[src/rtl/display_scan_ctrl.sv]
// Multiplexed scan controller for a common-anode 7-segment display with dead-time between digits.
// Build option: define LEADING_ZERO_BLANK_EN to blank leading zero digits (digit 0 is always shown).
module display_scan_ctrl #(
  parameter int NDIG        = 4,
  parameter int DIG_CYCLES  = 50000,
  parameter int DEAD_CYCLES = 500
) (
  input  logic              clock,
  input  logic              reset_n,
  input  logic              en,
  input  logic              load,
  input  logic [NDIG*4-1:0] value,
  input  logic [NDIG-1:0]   dp,
  output logic [NDIG-1:0]   an_n,
  output logic [6:0]        seg_n,
  output logic              dp_n,
  output logic              frame_done,
  output logic              upd_ack
);

  localparam int CMAX = (DIG_CYCLES > DEAD_CYCLES) ? DIG_CYCLES : DEAD_CYCLES;
  localparam int CW   = (CMAX > 1) ? $clog2(CMAX) : 1;
  localparam int IW   = (NDIG > 1) ? $clog2(NDIG) : 1;

  localparam logic ST_DEAD = 1'b0;
  localparam logic ST_SHOW = 1'b1;

  logic              state_q, state_d;
  logic [IW-1:0]     idx_q, idx_d;
  logic [CW-1:0]     cnt_q, cnt_d;
  logic              frame_end;
  logic [NDIG*4-1:0] act_q, act_d, pend_q, pend_d;
  logic [NDIG-1:0]   act_dp_q, act_dp_d, pend_dp_q, pend_dp_d;
  logic              pflag_q, pflag_d;
  logic              ack_d;
  logic [NDIG-1:0]   an_q, an_d;
  logic [6:0]        seg_q, seg_d;
  logic              dpo_q, dpo_d;
  logic              fd_q;
  logic              ack_q;

  function automatic logic [6:0] decode(input logic [3:0] h);
    case (h)
      4'h0: decode = 7'h40;
      4'h1: decode = 7'h79;
      4'h2: decode = 7'h24;
      4'h3: decode = 7'h30;
      4'h4: decode = 7'h19;
      4'h5: decode = 7'h12;
      4'h6: decode = 7'h02;
      4'h7: decode = 7'h78;
      4'h8: decode = 7'h00;
      4'h9: decode = 7'h10;
      4'hA: decode = 7'h08;
      4'hB: decode = 7'h03;
      4'hC: decode = 7'h46;
      4'hD: decode = 7'h21;
      4'hE: decode = 7'h06;
      default: decode = 7'h0E;
    endcase
  endfunction

  always_comb begin
    state_d   = state_q;
    idx_d     = idx_q;
    cnt_d     = cnt_q;
    frame_end = 1'b0;
    if (!en) begin
      state_d = ST_DEAD;
      idx_d   = '0;
      cnt_d   = '0;
    end else if (state_q == ST_DEAD) begin
      if (cnt_q == CW'(DEAD_CYCLES - 1)) begin
        state_d = ST_SHOW;
        cnt_d   = '0;
      end else begin
        cnt_d = cnt_q + CW'(1);
      end
    end else begin
      if (cnt_q == CW'(DIG_CYCLES - 1)) begin
        state_d = ST_DEAD;
        cnt_d   = '0;
        if (idx_q == IW'(NDIG - 1)) begin
          idx_d     = '0;
          frame_end = 1'b1;
        end else begin
          idx_d = idx_q + IW'(1);
        end
      end else begin
        cnt_d = cnt_q + CW'(1);
      end
    end
  end

  // A load coinciding with a commit point bypasses the pending registers.
  always_comb begin
    act_d     = act_q;
    act_dp_d  = act_dp_q;
    pend_d    = pend_q;
    pend_dp_d = pend_dp_q;
    pflag_d   = pflag_q;
    ack_d     = 1'b0;
    if (frame_end || !en) begin
      if (load) begin
        act_d    = value;
        act_dp_d = dp;
        pflag_d  = 1'b0;
        ack_d    = 1'b1;
      end else if (pflag_q) begin
        act_d    = pend_q;
        act_dp_d = pend_dp_q;
        pflag_d  = 1'b0;
        ack_d    = 1'b1;
      end
    end else if (load) begin
      pend_d    = value;
      pend_dp_d = dp;
      pflag_d   = 1'b1;
    end
  end

  // Outputs are computed from next state so the registered pins line up with state_q.
  always_comb begin
    an_d  = '1;
    seg_d = 7'h7F;
    dpo_d = 1'b1;
    if (state_d == ST_SHOW) begin
      an_d[idx_d] = 1'b0;
      seg_d       = decode(act_d[{idx_d, 2'b00} +: 4]);
      dpo_d       = ~act_dp_d[idx_d];
`ifdef LEADING_ZERO_BLANK_EN
      if ((idx_d != '0) && ((act_d >> {idx_d, 2'b00}) == '0)) begin
        seg_d = 7'h7F;
      end
`endif
    end
  end

  always_ff @(posedge clock or negedge reset_n) begin
    if (!reset_n) begin
      state_q   <= ST_DEAD;
      idx_q     <= '0;
      cnt_q     <= '0;
      act_q     <= '0;
      act_dp_q  <= '0;
      pend_q    <= '0;
      pend_dp_q <= '0;
      pflag_q   <= 1'b0;
      an_q      <= '1;
      seg_q     <= 7'h7F;
      dpo_q     <= 1'b1;
      fd_q      <= 1'b0;
      ack_q     <= 1'b0;
    end else begin
      state_q   <= state_d;
      idx_q     <= idx_d;
      cnt_q     <= cnt_d;
      act_q     <= act_d;
      act_dp_q  <= act_dp_d;
      pend_q    <= pend_d;
      pend_dp_q <= pend_dp_d;
      pflag_q   <= pflag_d;
      an_q      <= an_d;
      seg_q     <= seg_d;
      dpo_q     <= dpo_d;
      fd_q      <= frame_end;
      ack_q     <= ack_d;
    end
  end

  assign an_n       = an_q;
  assign seg_n      = seg_q;
  assign dp_n       = dpo_q;
  assign frame_done = fd_q;
  assign upd_ack    = ack_q;

endmodule

[config.mk]
export PLATFORM = sky130hd
export DESIGN_NAME = display_scan_ctrl
export DESIGN_NICKNAME = d
export VERILOG_FILES = /design/src/rtl/display_scan_ctrl.sv
export SDC_FILE = /design/constraint.sdc
export NUM_CORES = 1
export LEC_CHECK = 0
export CORE_MARGIN = 2
export CORE_UTILIZATION = 57
export DETAILED_ROUTE_END_ITERATION = 7
export GPL_ROUTABILITY_DRIVEN = 0
export PLACE_DENSITY = 0.9
export REMOVE_ABC_BUFFERS = 1
export SYNTH_ARGS = -nofsm -noshare
export SYNTH_HDL_FRONTEND = slang
export SYNTH_SLANG_ARGS = --single-unit
[constraint.sdc]
create_clock -name clock -period 4.3 [get_ports clock]
set_input_delay 1.29 -clock clock [delete_from_list [all_inputs] [get_ports clock]]
set_output_delay 1.29 -clock clock [all_outputs]
set_load 0.01 [all_outputs]
==> results.ini, run 1 <==
[timing]
max_slew_margin_pct=39.8
tns_ns=0
finalHoldViolCount=0
final.period_utilization_pct=89.2
post-route-worst-setup-slack_ns=0.465
finalHoldWorstSlack_ns=0.466
timing.clock.skew_ns=0.0132
setup_viol=0
fmax_ghz=0.261
final-max-slew-violation-count=0
period_needed_ns=3.84
tightest_slew_ns=0.903
grt_setup_unrepaired=no

[run_status]
outcome=finished clean

[power_and_ir_drop]
total_power_mw=1.62
power.internal_mw=1.20
power_density_nw_per_um2=370
power.net_switching_mw=0.423
ir_drop_uv=211
comb_power_share_pct=14.6
p_seq_share_pct=48.6
cellLeakagePower_nw=1.92
power_frac_clock_pct=36.8
switching_fraction_of_total_power_pct=26.1

[critical_path]
crit_path_max_fanout=12
cp_num_buf_inv=3
crit_path_leading_delay_family=buffers and inverters
cp-start-kind=input port
cp.required_ns=4.61
max_stage_delay_ns=0.64
cp_slowest_cell=sky130_fd_sc_hd__clkdlybuf4s50_1
path_cells=clkdlybuf4s50_1, nor2b_1, nand4_1, o2bb2ai_2, buf_4, a222oi_1, nand3_1, and4_1, inv_1, ha_1, mux2i_1, nand3b_1, o41a_1
critical_path_class=in2reg
critPathArrivalTime_ns=4.14
worst_setup_path_end_kind=flop

[grt]
globalRouteTotalUtil_pct=23.0
antenna_found_initial=0
overflow=0
first_global_vias=2765
grt_start_max_net_pins=75
grt_pass1_wl_um=13000

[routing]
detailed_router_s_first_iteration_violation_count=201
via_count=2765
total_wire_length_after_detailed_routing_um=7670
drc=0
detail-route-antenna-nets=0
via_per_inst=5.91
drt-pass1-iter-count=4
detail_route.wl_per_cell_um=16.4

[clock_network]
post-cts-setup-buffers=0
cts.sinks=74
cts_hold_repair.buffers=0
cts-buffers-inserted=9
cts.reportedPaths.clkPinSlew_ns=0.08
clockBufferDepth=2
h_tree_levels=3
clock-root-buffer=sky130_fd_sc_hd__clkbuf_8
cts_tree=built
cts_resized=0
clk-insertion-delay-late_ns=0.36

[synthesis]
postSynthAreaPerCell_um2=10.8
yosys_warnings=0
post_synth_instance_area_um2=3700
syn-instance-count=341
netlist_cell_types=57
synth_enable_flop_cells=0
synthArstFlopShare_pct=100
synth_seq_cells=74
synth_seq_area_share_pct=50.5
ys_dominant_reg_cell=sky130_fd_sc_hd__dfrtp_1

[cells_and_area]
layout.cells.most_common_list=sky130_fd_sc_hd__dfrtp_1 (62), sky130_fd_sc_hd__nor2_1 (40), sky130_fd_sc_hd__clkdlybuf4s50_1 (36)
layout-area-overhead-vs-synth_pct=18.3
nFillCells=447
multi_input_combinational_cell_area_um2=1650
drive_above_1_share_pct=19.9
final-instance-count-excl-fill=468
diode_insertion_count_for_antenna_repair=0
final_core_utilization_pct=69.3
nNetsFinal=418
most_frequent_standard_cell_in_the_layout_excluding_fill_and_tap_cells=sky130_fd_sc_hd__dfrtp_1
stdcell_area_um2=4380
seq_area_um2=1870

[floorplan]
initial_core_util_pct=58.6
dieArea_um2=7150
die_width_um=84.6
die_height_um=84.6
row_cnt=29
fp.coreArea_um2=6310
boundaryPins=38

[placement]
port_buffers=37
placement.setup.worst_slack_ns=0.104
postPlaceCellArea_um2=4160
place_inst=452
detailedPlacementHpwl_um=5250

[worst_hold_path]
timing.hold.worst.class=reg2reg

[flow_run]
max_cap_viol_count=0

[Yosys cell counts, types with 2 or more instances]
master                      n  share of area, %
sky130_fd_sc_hd__nand2_1   25               2.5
sky130_fd_sc_hd__xnor2_1    7               1.7
sky130_fd_sc_hd__o221ai_1   4              0.95
sky130_fd_sc_hd__xor2_1     8               1.9
sky130_fd_sc_hd__and2_1     2              0.34
sky130_fd_sc_hd__a31oi_1    7               1.2
sky130_fd_sc_hd__nor2b_1    5              0.85
sky130_fd_sc_hd__and3_1     7               1.2
sky130_fd_sc_hd__a21o_1     2              0.41
sky130_fd_sc_hd__a21oi_1    8               1.1
sky130_fd_sc_hd__buf_6      3              0.91
sky130_fd_sc_hd__a221o_1    9               2.4
sky130_fd_sc_hd__inv_1     19               1.9
sky130_fd_sc_hd__o22ai_1    6               1.0
sky130_fd_sc_hd__dfrtp_1   62                42
sky130_fd_sc_hd__or4_4      2              0.61
sky130_fd_sc_hd__nand2b_1   6               1.0
sky130_fd_sc_hd__nor3_1     3              0.41
sky130_fd_sc_hd__o211ai_1   2              0.41
sky130_fd_sc_hd__mux2_2    20               6.1
sky130_fd_sc_hd__buf_2      2              0.27
sky130_fd_sc_hd__ha_1       8               2.7
sky130_fd_sc_hd__o21ai_0    4              0.54
sky130_fd_sc_hd__nor2_1    40               4.1
sky130_fd_sc_hd__dfstp_2   12               8.5
sky130_fd_sc_hd__a222oi_1   4               1.1
sky130_fd_sc_hd__nand3_1   17               2.3
sky130_fd_sc_hd__clkbuf_1   9              0.91
sky130_fd_sc_hd__mux2i_1   10               2.7
[final cells by class]
cell class              count  share of cell area, %
inverters                  21                   1.91
clock buffers              10                   2.92
repair buffers             50                   10.6
multi-input cells         230                   37.7
clock inverters             6                   2.09
well taps                  77                   2.20
flip-flops and latches     74                   42.6
[logic make-up after synthesis]
logic type / count (synthesis) / share of synthesized area [%]
AOI/OAI and AO/OA: 56 / 12.0
muxes: 32 / 9.57
DFF: 74 / 50.5
buffers and inverters: 37 / 4.97
adders and majority gates: 8 / 2.71
xor gates and xnor gates: 15 / 3.55
and+or+nand+nor: 119 / 16.8
[worst paths after layout]
check	cells after the start	endpoint	startpoint	slack, ns
setup / recovery	13	seg_n[3]	load	0.46
hold / removal	1	cnt_q[0]	cnt_q[0]	0.47
setup reg to reg	14	seg_n[3]	cnt_q[4]	0.73
hold reg to reg	1	cnt_q[0]	cnt_q[0]	0.47
max in group asynchronous	2	idx_q[1]	reset_n	2.58
min in group asynchronous	2	cnt_q[0]	reset_n	1.14
[routing by layer]
| metal | vias up | share of wire, % | GRT usage (%) |
|---|---|---|---|
| li1 | 1304 | - | - |
| met1 | 1359 | 45 | 31.5 |
| met5 | - | 0 | 0 |
| met4 | 0 | 1.9 | 12.3 |
| met2 | 91 | 47 | 35.4 |
| met3 | 11 | 5.9 | 3.64 |
[flip-flops by register name, indices dropped and copies added (netlist names)]
signal      count
act_dp_q        4
act_q          16
state_q         1
pflag_q         1
dp_n            1
pend_q         16
frame_done      1
an_n            4
cnt_q          16
pend_dp_q       4
seg_n           7
idx_q           2
upd_ack         1
[power groups by stage]
stage / clock [mW] / combinational [mW] / sequential, mW
floorplan: 0 / 0.151 / 0.789
global placement: 0 / 0.224 / 0.794
detailed placement: 0 / 0.234 / 0.798
CTS: 0.602 / 0.237 / 0.785
global route: 0.628 / 0.264 / 0.792
finish: 0.596 / 0.237 / 0.786
No activity file was read; power rests on OpenSTA's default activity.
==> run 2, diff against run 1 <==
--- a/config.mk
+++ b/config.mk
@@ -5,11 +5,13 @@
 export SDC_FILE = /design/constraint.sdc
 export NUM_CORES = 1
 export LEC_CHECK = 0
+export ABC_CLOCK_PERIOD_IN_PS = 3400
 export CORE_MARGIN = 2
-export CORE_UTILIZATION = 57
+export CORE_UTILIZATION = 51
 export DETAILED_ROUTE_END_ITERATION = 7
 export GPL_ROUTABILITY_DRIVEN = 0
-export PLACE_DENSITY = 0.9
+export MAX_ROUTING_LAYER = met4
+export PLACE_DENSITY = 0.86
 export REMOVE_ABC_BUFFERS = 1
 export SYNTH_ARGS = -nofsm -noshare
 export SYNTH_HDL_FRONTEND = slang
==> constraint.sdc (replaced) <==
create_clock -name clock -period 3.4 [get_ports clock]
set_input_delay 1.02 -clock clock [delete_from_list [all_inputs] [get_ports clock]]
set_output_delay 1.02 -clock clock [all_outputs]
set_load 0.01 [all_outputs]
==> results.ini, run 2 (same netlist as run 1, synthesis figures left out) <==
[run_status]
outcome=finished clean

[clock_network]
clk-insertion-delay-late_ns=0.36  ; about the same
cts-buffers-inserted=9  ; unchanged
cts_tree=built
clockBufferDepth=2  ; unchanged
clock-root-buffer=sky130_fd_sc_hd__clkbuf_8
cts.sinks=74  ; unchanged
cts_hold_repair.buffers=0  ; unchanged
cts.reportedPaths.clkPinSlew_ns=0.08  ; about the same
h_tree_levels=3  ; unchanged

[power_and_ir_drop]
power_density_nw_per_um2=438  ; +18%
total_power_mw=2.08  ; +29%
ir_drop_uv=190  ; -9.7%
cellLeakagePower_nw=2.14  ; +12%

[timing]
final.period_utilization_pct=98.8
tns_ns=0  ; unchanged
tightest_slew_ns=0.640  ; -0.263 ns
setup_viol=0  ; unchanged
finalHoldViolCount=0  ; unchanged
max_slew_margin_pct=57.4  ; +18 points
finalHoldWorstSlack_ns=0.456  ; -0.00944 ns
period_needed_ns=3.36
fmax_ghz=0.298
timing.clock.skew_ns=0.00971  ; -0.00347 ns
final-max-slew-violation-count=0  ; unchanged

[placement]
port_buffers=37  ; unchanged
detailedPlacementHpwl_um=6030  ; +15%

[routing]
detail_route.wl_per_cell_um=17.0  ; +4.0%
drc=0  ; unchanged
drt-pass1-iter-count=5  ; +1
detail-route-antenna-nets=0  ; unchanged
via_per_inst=5.74  ; -2.8%
total_wire_length_after_detailed_routing_um=9050  ; +18%
via_count=3050  ; +10%
detailed_router_s_first_iteration_violation_count=342  ; +70%

[critical_path]
critical_path_class=in2reg
rrSetupSlack_ns=0.07  ; -0.66 ns
cp-start-kind=input port
r2r_endpoint=seg_n[3]
worst_setup_path_end_kind=flop
cp.required_ns=3.68  ; -0.93 ns
worst_r2r_startpoint=cnt_q[0]
reg2regPathDepth=14  ; unchanged
crit_path_max_fanout=7  ; -5
critPathArrivalTime_ns=3.64  ; -0.50 ns

[grt]
first_global_vias=2999  ; +8.5%
globalRouteTotalUtil_pct=24.2  ; +1.2 points
antenna_found_initial=0  ; unchanged
grt_start_max_net_pins=48  ; -36%
overflow=0  ; unchanged
grt_pass1_wl_um=14100  ; +8.9%

[cells_and_area]
most_frequent_standard_cell_in_the_layout_excluding_fill_and_tap_cells=sky130_fd_sc_hd__dfrtp_1
largest_registers=act_q x16, cnt_q x16, pend_q x16
diode_insertion_count_for_antenna_repair=0  ; unchanged
multi_input_combinational_cell_area_um2=1670  ; +1.2%
layout.cells.most_common_list=sky130_fd_sc_hd__dfrtp_1 (62), sky130_fd_sc_hd__buf_4 (50), sky130_fd_sc_hd__nor2_1 (40)
layout-area-overhead-vs-synth_pct=28.6
nNetsFinal=459  ; +9.8%
nFillCells=511  ; +14%
seq_area_um2=1870  ; unchanged
drive_above_1_share_pct=28.5  ; +8.5 points

[floorplan]
die_width_um=89.2  ; +5.5%
initial_core_util_pct=51.8  ; -6.8 points
fp.coreArea_um2=7140  ; +13%
dieArea_um2=7950  ; +11%
boundaryPins=38  ; unchanged
die_height_um=89.2  ; +5.5%
row_cnt=31  ; +6.9%

[flow_run]
max_cap_viol_count=0  ; unchanged

[worst_hold_path]
timing.hold.worst.class=reg2reg
hold-path-endpoint=cnt_q[0]
worst_hold_path.num_cells=1  ; unchanged
min-delay-start=cnt_q[0]

-- run 2: changes by cell type in the layout (fill, tap and decap cells not counted), sizes merged --
| cell | previous run | this run |
|---|---|---|
| bufinv | 2 | 1 |
| buf | 14 | 55 |
| clkbuf | 10 | 12 |
| clkdlybuf4s50 | 36 | 34 |
| clkinvlp | 3 | 2 |
| dlygate4sd2 | 0 | 2 |
-- run 2: timing repair --
item                                   4_1_cts  5_1_grt
buffers inserted                            12        3
gates resized for setup                      6        3
endpoints found under the hold margin        0        0
pin swaps                                    2        4
setup endpoints to repair                    7        6
-- run 2: report_power, final --
group	switching (mW)	leakage (nW)	total, mW	internal, mW
clock	0.330	0.0986	0.708	0.378
sequential	0.0389	0.898	0.995	0.956
combinational	0.185	1.15	0.381	0.196
total	0.553	2.14	2.08	1.53
-- run 2: through the flow --
step	instance area [um2]	util [%]	setup WS, ns	cells
floorplan	3600	-	-0.160	325
global placement	4420	61.9	-0.375	500
CTS	4730	66.2	0.0766	528
finish	4760	66.7	0.0413	531
global route	4760	66.7	-0.0202	531
detailed placement	4420	61.9	-0.477	500
-- run 2: layer usage --
| metal | track usage [%] | up-vias | wire length (um) |
|---|---|---|---|
| met5 | - | - | 0 |
| met3 | 4.71 | 32 | 555 |
| li1 | - | 1383 | - |
| met2 | 38.7 | 143 | 4480 |
| met1 | 29.4 | 1492 | 3670 |
| met4 | 11.5 | 0 | 342 |
-- run 2: how the worst max path moves through the flow --
| stage | cells past startpoint | startpoint | slack, ns | endpoint |
|---|---|---|---|---|
| 3_5_place_dp | 12 | load | -0.48 | seg_n[0] |
| 2_1_floorplan | 12 | cnt_q[4] | -0.16 | seg_n[0] |
| 6_report | 12 | load | 0.04 | seg_n[3] |
| 3_3_place_gp | 13 | en | -0.38 | seg_n[0] |
| 5_1_grt | 13 | cnt_q[4] | -0.02 | seg_n[3] |
| 4_1_cts | 12 | cnt_q[13] | 0.08 | seg_n[3] |
-- run 2: area by class of cell --
type	count	share of cell area, %
clock buffers	12	3.26
clock inverters	4	1.05
inverters	21	1.76
multi-input cells	230	35.1
flip-flops and latches	74	39.2
well taps	99	2.60
repair buffers	91	17.0
-- run 2: worst max-delay path, cell delays in order --
cell and delay, ns:
sky130_fd_sc_hd__dlygate4sd2_1 0.29, sky130_fd_sc_hd__buf_4 0.18, sky130_fd_sc_hd__nor2b_1 0.16, sky130_fd_sc_hd__a41o_2 0.29, sky130_fd_sc_hd__a222oi_1 0.37, sky130_fd_sc_hd__mux2i_1 0.14
sky130_fd_sc_hd__mux2i_1 0.27, sky130_fd_sc_hd__inv_1 0.11, sky130_fd_sc_hd__buf_4 0.15, sky130_fd_sc_hd__ha_1 0.17, sky130_fd_sc_hd__nor2b_1 0.14, sky130_fd_sc_hd__o41a_1 0.34
==> run 3, diff against run 2 <==
--- a/config.mk
+++ b/config.mk
@@ -13,6 +13,7 @@
 export MAX_ROUTING_LAYER = met4
 export PLACE_DENSITY = 0.86
 export REMOVE_ABC_BUFFERS = 1
+export SETUP_SLACK_MARGIN = 0.05
 export SYNTH_ARGS = -nofsm -noshare
 export SYNTH_HDL_FRONTEND = slang
 export SYNTH_SLANG_ARGS = --single-unit
==> results.ini, run 3 (same netlist as run 1, synthesis figures left out) <==
[run_status]
outcome=finished clean

[critical_path]
reg2regPathDepth=12  ; -2
max_stage_delay_ns=0.58  ; +0.21 ns
crit_path_leading_delay_family=compound AO/OA/AOI/OAI gates
critical_path_class=reg2reg
cp.required_ns=3.68  ; about the same
r2r_endpoint=seg_n[3]
cp_num_buf_inv=3  ; -1
cp-start-kind=flop
critPathArrivalTime_ns=3.55  ; -0.09 ns
crit_path_max_fanout=5  ; -2
worst_r2r_startpoint=cnt_q[10]
cp_slowest_cell=sky130_fd_sc_hd__or4_4
path_cells=buf_4, or4_4, nor2_4, a41oi_2, o221ai_1, mux2i_1, mux2i_1, inv_1, buf_4, ha_1, nor2b_1, o41a_1
rrSetupSlack_ns=0.14  ; +0.07 ns
worst_setup_path_end_kind=flop

[grt]
grt_pass1_wl_um=14100  ; unchanged
overflow=0  ; unchanged
first_global_vias=2999  ; unchanged
globalRouteTotalUtil_pct=24.2  ; unchanged
antenna_found_initial=0  ; unchanged
grt_start_max_net_pins=48  ; unchanged

[power_and_ir_drop]
power.net_switching_mw=0.554  ; +0.14%
ir_drop_uv=192  ; +1.2%
switching_fraction_of_total_power_pct=26.6  ; about the same
cellLeakagePower_nw=2.15  ; about the same
power.internal_mw=1.53  ; about the same
power_frac_clock_pct=33.8  ; -0.2 points
p_seq_share_pct=47.7  ; about the same
power_density_nw_per_um2=437  ; -0.11%
comb_power_share_pct=18.4  ; about the same
total_power_mw=2.09  ; about the same

[routing]
via_count=3096  ; +1.5%
drt-pass1-iter-count=5  ; unchanged
total_wire_length_after_detailed_routing_um=9200  ; +1.7%
via_per_inst=5.83  ; +1.5%
detail_route.wl_per_cell_um=17.3  ; +1.7%
detail-route-antenna-nets=0  ; unchanged
detailed_router_s_first_iteration_violation_count=360  ; +5.3%
drc=0  ; unchanged

[floorplan]
row_cnt=31  ; unchanged
initial_core_util_pct=51.8  ; unchanged
dieArea_um2=7950  ; unchanged
die_height_um=89.2  ; unchanged
fp.coreArea_um2=7140  ; unchanged
die_width_um=89.2  ; unchanged
boundaryPins=38  ; unchanged

[clock_network]
clk-insertion-delay-late_ns=0.36  ; about the same
cts.reportedPaths.clkPinSlew_ns=0.08  ; about the same
h_tree_levels=3  ; unchanged
cts.sinks=74  ; unchanged
cts-buffers-inserted=9  ; unchanged
cts_hold_repair.buffers=0  ; unchanged
cts_tree=built
clock-root-buffer=sky130_fd_sc_hd__clkbuf_8
clockBufferDepth=2  ; unchanged

[cells_and_area]
largest_registers=act_q x16, cnt_q x16, pend_q x16
diode_insertion_count_for_antenna_repair=0  ; unchanged
most_frequent_standard_cell_in_the_layout_excluding_fill_and_tap_cells=sky130_fd_sc_hd__dfrtp_1
layout-area-overhead-vs-synth_pct=28.9
nNetsFinal=459  ; unchanged
stdcell_area_um2=4770  ; +0.21%
drive_above_1_share_pct=29.2  ; +0.69 points
layout.cells.most_common_list=sky130_fd_sc_hd__dfrtp_1 (62), sky130_fd_sc_hd__buf_4 (49), sky130_fd_sc_hd__nor2_1 (40)

[timing]
fmax_ghz=0.307  ; +3.0%
finalHoldViolCount=0  ; unchanged
timing.clock.skew_ns=0.00873  ; -0.000978 ns
tightest_slew_ns=0.631  ; -0.00854 ns
max_slew_margin_pct=57.9  ; +0.57 points
finalHoldWorstSlack_ns=0.457  ; +0.00115 ns
setup_viol=0  ; unchanged
period_needed_ns=3.26  ; -0.0972 ns
final-max-slew-violation-count=0  ; unchanged
post-route-worst-setup-slack_ns=0.138  ; +0.0972 ns
final.period_utilization_pct=95.9  ; -2.9 points
grt_setup_unrepaired=no

[flow_run]
max_cap_viol_count=0  ; unchanged

[worst_hold_path]
worst_hold_path.num_cells=1  ; unchanged
hold-path-endpoint=cnt_q[0]
timing.hold.worst.class=reg2reg
min-delay-start=cnt_q[0]

[placement]
postPlaceCellArea_um2=4420  ; unchanged
detailedPlacementHpwl_um=6030  ; unchanged
port_buffers=37  ; unchanged
placement.setup.worst_slack_ns=-0.477  ; unchanged

## run 3: per-layer routing
| metal | track usage (%) | wire (um) |
|---|---|---|
| met1 | 29.4 | 3690 |
| met2 | 38.7 | 4560 |
| met4 | 11.5 | 373 |
| met3 | 4.71 | 570 |
| met5 | - | 0 |
## run 3: what timing repair did
item                                   in CTS  in global routing
setup buffers                              12                  3
pin swaps                                   2                  5
endpoints found under the hold margin       0                  0
setup endpoints to repair                   7                  7
gates resized for setup                     6                  8
gates cloned                                0                  0
## run 3: how the worst max path moves through the flow
| stage | cells past startpoint | from | end | slack [ns] |
|---|---|---|---|---|
| 2_1_floorplan | 12 | cnt_q[4] | seg_n[0] | -0.16 |
| 3_3_place_gp | 13 | en | seg_n[0] | -0.38 |
| 3_5_place_dp | 12 | load | seg_n[0] | -0.48 |
| 4_1_cts | 12 | cnt_q[13] | seg_n[3] | 0.08 |
| 5_1_grt | 13 | cnt_q[4] | seg_n[3] | 0.03 |
| 6_report | 12 | cnt_q[10] | seg_n[3] | 0.14 |
## run 3: stage by stage
step | TNS (ns) | utilization (%) | cells
2_1_floorplan | -0.569 | - | 325
3_3_place_gp | -2.17 | 61.9 | 500
4_1_cts | 0 | 66.2 | 528
5_1_grt | 0 | 66.8 | 531
6_report | 0 | 66.8 | 531
3_5_place_dp | -2.93 | 61.9 | 500
## run 3: layout make-up
cell class	count	area [um2]
clock buffer	12	155
fill	503	2370
clock inverter	4	50.0
inverter	21	83.8
multi-input combinational	230	1680
sequential	74	1870
tap	99	124
timing repair buffer	91	810
## run 3: power groups by stage
stage,Combinational [mW],Sequential (mW),Clock [mW]
after detailed placement,0.337,1.01,0
final,0.384,0.996,0.706
after global routing,0.414,1.00,0.752
after CTS,0.369,0.994,0.712
after floorplan,0.190,0.998,0
after global placement,0.319,1.00,0
